[config.mk]
export PLATFORM = sky130hd
export DESIGN_NAME = sd_to_binary_converter
export DESIGN_NICKNAME = d
export VERILOG_FILES = /design/src/rtl/online_defs.sv /design/src/rtl/otf_digit_step.sv /design/src/rtl/sd_to_binary_converter.sv
export SDC_FILE = /design/constraint.sdc
export NUM_CORES = 1
export LEC_CHECK = 0
export ABC_AREA = 1
export CAP_MARGIN = 0
export CORE_MARGIN = 3
export CORE_UTILIZATION = 59
export CTS_CLUSTER_SIZE = 24
export DETAILED_ROUTE_END_ITERATION = 16
export MAX_ROUTING_LAYER = met4
export PLACE_DENSITY = 0.83
export SLEW_MARGIN = 20
export SYNTH_ARGS = -nofsm -noshare
export SYNTH_HDL_FRONTEND = slang
export SYNTH_SLANG_ARGS = --single-unit
[constraint.sdc]
create_clock -name clk -period 3.9 [get_ports clk]
set_clock_uncertainty 0.05 [all_clocks]
set_input_delay 0.585 -clock clk [delete_from_list [all_inputs] [get_ports clk]]
set_output_delay 0.585 -clock clk [all_outputs]
set_load 0.05 [all_outputs]
[src/rtl/online_defs.sv]
// Shared definitions for the online-operator datapath: signed-digit encodings,
// converter FSM state encodings and the default word length in digits.
// Pure declarations; no logic.
package online_defs;

  // Digits per word: 8 adder stages plus the carry digit.
  localparam int NDIG_DEFAULT = 9;

  // Borrow-save digit {p,n}; value = p - n. Both zero encodings mean 0.
  localparam logic [1:0] SD_POS      = 2'b10;
  localparam logic [1:0] SD_ZERO     = 2'b00;
  localparam logic [1:0] SD_NEG      = 2'b01;
  localparam logic [1:0] SD_ZERO_ALT = 2'b11;

  // Converter FSM: ACC assembles a word, HOLD presents the finished word.
  typedef enum logic {
    ST_ACC  = 1'b0,
    ST_HOLD = 1'b1
  } state_t;

endpackage

[src/rtl/otf_digit_step.sv]
// One on-the-fly conversion step: appends a signed digit to the prefix pair (Q, Q-1).
// Latency: purely combinational.
// Backpressure: none; the caller decides when the result is registered.
module otf_digit_step
  import online_defs::*;
#(
  parameter int OW = 10
) (
  input  logic [OW-1:0] q,
  input  logic [OW-1:0] qm,
  input  logic [1:0]    digit,
  output logic [OW-1:0] q_next,
  output logic [OW-1:0] qm_next
);

  // Select the shifted source for each register so no carry chain is ever needed:
  // a +1 digit builds from Q, a -1 digit borrows from QM, a 0 digit keeps both.
  always_comb begin
    q_next  = {q[OW-2:0], 1'b0};
    qm_next = {qm[OW-2:0], 1'b1};
    case (digit)
      SD_POS: begin
        q_next  = {q[OW-2:0], 1'b1};
        qm_next = {q[OW-2:0], 1'b0};
      end
      SD_NEG: begin
        q_next  = {qm[OW-2:0], 1'b1};
        qm_next = {qm[OW-2:0], 1'b0};
      end
      default: begin
        q_next  = {q[OW-2:0], 1'b0};
        qm_next = {qm[OW-2:0], 1'b1};
      end
    endcase
  end

endmodule

[src/rtl/sd_to_binary_converter.sv]
// MSB-first signed-digit to two's-complement converter, one digit per accepted handshake.
// Latency: word valid the cycle after its last digit is accepted; one word per NDIG cycles.
// Backpressure: a held word blocks input until out_ready; a digit may be taken in the release cycle.
module sd_to_binary_converter
  import online_defs::*;
#(
  parameter int NDIG = NDIG_DEFAULT
) (
  input  logic          clk,
  input  logic          Reset,
  input  logic          clr,
  input  logic          in_valid,
  output logic          in_ready,
  input  logic [1:0]    in_digit,
  output logic          out_valid,
  input  logic          out_ready,
  output logic [NDIG:0] out_data,
  output logic          busy
);

  localparam int OW = NDIG + 1;
  localparam int CW = (NDIG > 1) ? $clog2(NDIG) : 1;
  localparam logic [CW-1:0] LAST_CNT = CW'(NDIG - 1);

  state_t        state;
  state_t        state_next;
  logic [CW-1:0] cnt;
  logic [OW-1:0] q;
  logic [OW-1:0] qm;
  logic [OW-1:0] q_step;
  logic [OW-1:0] qm_step;
  logic          accept;
  logic          last;

  // clr outranks every handshake, so a digit offered alongside it is never taken.
  assign accept = in_valid & in_ready & ~clr;
  assign last   = accept & (cnt == LAST_CNT);

  otf_digit_step #(
    .OW(OW)
  ) u_step (
    .q      (q),
    .qm     (qm),
    .digit  (in_digit),
    .q_next (q_step),
    .qm_next(qm_step)
  );

  // State register.
  always_ff @(posedge clk or posedge Reset) begin
    if (Reset) begin
      state <= ST_ACC;
    end else begin
      state <= state_next;
    end
  end

  // Next state: finish a word into HOLD, leave HOLD when the sink takes it.
  always_comb begin
    state_next = state;
    if (clr) begin
      state_next = ST_ACC;
    end else if (last) begin
      state_next = ST_HOLD;
    end else if ((state == ST_HOLD) && out_ready) begin
      state_next = ST_ACC;
    end
  end

  // Handshake outputs; input stays open in HOLD whenever the sink is draining this cycle.
  always_comb begin
    in_ready  = (state == ST_ACC) | out_ready;
    out_valid = (state == ST_HOLD);
    busy      = (cnt != '0);
  end

  // Digit position counter; wraps to zero on the final digit of each word.
  always_ff @(posedge clk or posedge Reset) begin
    if (Reset) begin
      cnt <= '0;
    end else if (clr) begin
      cnt <= '0;
    end else if (last) begin
      cnt <= '0;
    end else if (accept) begin
      cnt <= cnt + 1'b1;
    end
  end

  // Prefix pair; re-seeded to 0/-1 after each word so a digit taken in HOLD starts fresh.
  always_ff @(posedge clk or posedge Reset) begin
    if (Reset) begin
      q  <= '0;
      qm <= '1;
    end else if (clr || last) begin
      q  <= '0;
      qm <= '1;
    end else if (accept) begin
      q  <= q_step;
      qm <= qm_step;
    end
  end

  // Result register: loaded only when a word completes, so it stays stable through HOLD.
  always_ff @(posedge clk or posedge Reset) begin
    if (Reset) begin
      out_data <= '0;
    end else if (last) begin
      out_data <= q_step;
    end
  end

endmodule

# After elaboration in Yosys (flattened, before gate mapping)
# Index checks and enable logic that the tools add are counted.
# totals
out_inout_bits	13
elab_cells	33
inputBits	7
regBits	33
# op_classes
add_sub_neg	1
eq_ne	3
mux	12
n_bitwise	6
reduce_logical	6
# ops
cell	count
9-bit 2-to-1 mux	4
10-bit one-hot mux with 2 select lines	1
9-bit one-hot mux with 2 select lines	1
4-bit 2-to-1 mux	3
3-bit nonzero test	2
4-bit by 1-bit adder with 4-bit output (second input constant)	1
4-bit == test (second input constant)	1
4-bit nonzero test	1
1-bit AND	3
1-bit 2-to-1 mux	3
2-bit by 1-bit == test with 1-bit output (second input constant)	1
2-bit == test (second input constant)	1
1-bit NOT	2
2-bit nonzero test	1
1-bit logical AND	1
1-bit logical OR	1
1-bit OR	1

# Depth between registers and ports, before layout
# logic_depth
depth_word	7
ltp_mapped	9
ltp_nobuf	8

# Cells and area by module
# From an unflattened synthesis, not the netlist that was laid out.
# hier_totals
cells_unflattened	247
area_unflattened_um2	1860.5
# by_module_without_submodules
module	seq_area_each_um2	area_each_um2	instances	cells_each
sd_to_binary_converter	888.4	1516.5	1	166
otf_digit_step	0.0	344.1	1	81

# Worst setup path after synthesis
# No wires, ideal clock.
# synth_timing
path_type	reg-to-reg
start	register state, in the netlist out_valid
end	register cnt[3]
path_buffers	1
period_less_slack_ns	1.730
slack_ns	2.170
setup_ns	0.119
t_required_ns	3.731
arrival_time_ns	1.561
stages_incl_launch_ff	7
cell_sequence	dfrtp_1 nand2_2 nand2_2 nand2_4 buf_4 a21oi_1 nor2_1
# synth_between
elab_chain_len	7
word_cells_on_any_way	8
classes_between	mux: 2; bitwise: 5; reduce/logical: 1
# synth_rtl
item	line	text
start, declared	sd_to_binary_converter.sv:25	state_t state;
start signal, assigned	sd_to_binary_converter.sv:54	state <= state_next;
1-bit NOT *	sd_to_binary_converter.sv:72	in_ready = (state == ST_ACC) | out_ready;
1-bit OR *	sd_to_binary_converter.sv:72	
via in_ready	sd_to_binary_converter.sv:13	output logic in_ready,
1-bit AND * (2 in a row)	sd_to_binary_converter.sv:36	assign accept = in_valid & in_ready & ~clr;
1-bit AND	sd_to_binary_converter.sv:37	assign last = accept & (cnt == LAST_CNT);
4-bit 2-to-1 mux	sd_to_binary_converter.sv:83	end else if (last) begin
4-bit 2-to-1 mux	sd_to_binary_converter.sv:81	end else if (clr) begin
end signal, assigned	sd_to_binary_converter.sv:86	cnt <= cnt + 1'b1;
end, declared	sd_to_binary_converter.sv:27	logic [CW-1:0] cnt;
# The timed path passes the listed nets; every way through them passes the cells marked *.
# A chain may end at the register's enable or synchronous reset.

# Worst setup path in the final report
# layout_timing
start	input port out_ready
end	output port in_ready
# layout_between
elab_chain_len	1
# layout_rtl
item	line	text
start, declared	sd_to_binary_converter.sv:16	input logic out_ready,
1-bit OR	sd_to_binary_converter.sv:72	
end, declared	sd_to_binary_converter.sv:13	
# Every way passes these cells.

==> flow_summary.json <==
{
  "synthArstFlopShare_pct": 100,
  "min_to": "out_data[3]",
  "globalRoute.totalOverflow": 0,
  "cap_violations": 0,
  "wl_um": 3440,
  "clkSlewWorstSetupHoldPaths_ns": 0.10,
  "fmax_mhz": 379,
  "cts_tree": "done",
  "reg2regPathDepth": 5,
  "die-area_mm2": 0.00365,
  "hold_violations": 0,
  "syn-instance-count": 228,
  "drtIter0Drc": 70,
  "cts_max_level": 2,
  "ys_seq_area_share_pct": 47.9,
  "period_share_pct": 67.6,
  "die_w_um": 60.4,
  "worst_pin_slew_ns": 0.977,
  "nNetsFinal": 260,
  "holdPathStages": 2,
  "r2r_slack_ns": 2.20,
  "clk_path_buf_depth": 2,
  "synth_common_cells": "nand2_1 (104), nor2_1 (27), dfrtp_1 (24), inv_1 (10)",
  "synth_top_area_share_pct": 34.4,
  "reg2reg_to": "q[5]",
  "synth-main-ff-cell": "dfrtp_1",
  "postRouteAntennaNets": 0,
  "holdCritPathClass": "reg2reg",
  "io_buffers": 19,
  "power_w": 0.000764,
  "die_y_um": 60.4,
  "place.gp.congestion": 0.812,
  "clkLatencyLatePin_ns": 0.33,
  "p_per_area_mw_per_mm2": 382,
  "setup_violations": 0,
  "netlist_top_cells_area": "dfrtp_1 (34%), nand2_1 (22%), dfstp_2 (14%)",
  "arrival_ns": 2.00,
  "ir_drop_mv": 0.377,
  "critPathCaptureType": "primary output",
  "rsz0062_at_grt": "no",
  "grt_max_degree": 29,
  "antenna_cells": 0,
  "worstReg2RegStart": "cnt[0]",
  "synth_nets": 239,
  "grt_pass1_wl_um": 5870,
  "cts_hold_buf": 0,
  "grt_use_total_pct": 22.3,
  "post_cts_buffers": 0,
  "slew_viol_final": 0,
  "numCtsBuffers": 5,
  "antenna_found_initial": 0,
  "cts_resized": 0,
  "status": "completed",
  "layout-drive-gt1-share_pct": 11.6,
  "clock_sinks": 33,
  "via_per_inst": 5.26,
  "area_growth_pct": 14.5,
  "ios": 20,
  "required_ns": 3.26,
  "final_util_pct": 71.9,
  "wire_per_inst_um": 12.2,
  "min_from": "out_data[3]",
  "crit_type": "in2out",
  "core_area_mm2": 0.00278,
  "relSlewSlack_pct": 34.5,
  "dp_hpwl_um": 2390,
  "firstDrtPassIters": 4,
  "yosysMostFrequentCell": "nand2_1",
  "row_count": 19,
  "yosysUniqueCellTypes": 24,
  "yosys.area.top_type": "dfrtp_1",
  "start_util_pct": 62.8,
  "synth_edf_count": 0,
  "ys_warn_count": 0,
  "critPathMaxFanout": 4,
  "ys_ff_latch": 33,
  "netlist_area_mm2": 0.00175,
  "drc": 0,
  "cts_root_buf": "clkbuf_4",
  "syn_area_per_cell_um2": 7.67,
  "num_vias": 1478,
  "grt_pass1_vias": 1373,
  "setup_tns_ns": 0,
  "crit_path_start_kind": "input pin",
  "p_leak_nw": 1.03,
  "fin_crit_ns": 2.64
}
## power breakdown
group / total (W) / internal (W) / switching (W)
Combinational: 0.000173 / 0.0000596 / 0.000113
Clock: 0.000197 / 0.0000889 / 0.000109
Sequential: 0.000394 / 0.000375 / 0.0000187
Total: 0.000764 / 0.000524 / 0.000240
## per-layer routing
metal	part of all wire, %	GRT usage, %	vias to the layer above
met3	7.3	6.38	4
met4	0.79	8.05	0
li1	-	-	758
met1	45	27.9	663
met5	0	-	-
met2	47	34.6	53
## worst max-delay path, stage by stage
cell             delay, ns
clkdlybuf4s50_1       0.46
inv_1                 0.05
nand2_2               0.09
clkdlybuf4s50_1       0.81
## through the flow
step                      setup slack [ns]  cell area, µm²  hold slack (ns)  cells
final                                 1.26            2000            0.433    281
after global routing                  1.24            2000            0.463    281
after CTS                             1.26            2000            0.434    281
after detailed placement              1.27            1940            0.409    273
after global placement                1.28            1940            0.404    273
after floorplan                       2.17            1750            0.424    228
## flip-flops by register name, summed over array words and instances (netlist names)
signal and flops:
cnt 4, out_valid 1, out_data 10, q 9
qm 9
## worst max-delay path by stage
stage,start,to,slack [ns],cells after the start
after floorplan,out_valid,cnt[3],2.17,6
after global placement,out_ready,in_ready,1.28,4
final,out_ready,in_ready,1.26,4
after detailed placement,out_ready,in_ready,1.27,4
after global routing,out_ready,in_ready,1.24,4
after CTS,out_ready,in_ready,1.26,4
## layout make-up
class / instances / area [µm²]
flip-flops and latches: 33 / 837
repair buffers: 22 / 213
inverters: 13 / 48.8
well taps: 31 / 38.8
multi-input cells: 174 / 805
clock buffers: 8 / 58.8
fillers: 218 / 781
## cell families (layout without fill, tap and decap cells)
| family | count (synthesis) | count (layout) | synth area share, % |
|---|---|---|---|
| buffers and inverters | 21 | 43 | 6.08 |
| xor gates and xnor gates | 1 | 1 | 0.501 |
| muxes | 4 | 4 | 2.29 |
| and+or+nand+nor | 146 | 146 | 34.4 |
| adders and majority gates | 4 | 4 | 2.86 |
| DFF | 33 | 33 | 47.9 |
| AOI/OAI and AO/OA | 19 | 19 | 6.01 |
## placed cells by master, fill, tap and decap left out
cell type	netlist	layout
nand2_4	1	1
clkbuf_8	0	1
ha_1	4	4
nand2_1	104	104
o21ai_1	3	3
clkdlybuf4s50_1	0	19
a21oi_1	4	4
nand3_1	8	8
dfrtp_1	24	24
inv_1	10	9
nand3_2	1	1
clkinv_1	0	1
nand3_4	1	1
nor2_4	1	1
mux2i_1	4	4
o21ai_0	9	9
nand2_2	2	2
nor2_1	27	27
xor2_1	1	1
inv_2	3	3
dfstp_2	9	9
nand4_1	1	1
o21ai_2	2	2
o21a_1	1	1
buf_4	2	3
clkbuf_1	0	2
clkbuf_4	0	5
No activity file was read; power rests on OpenSTA's default activity.
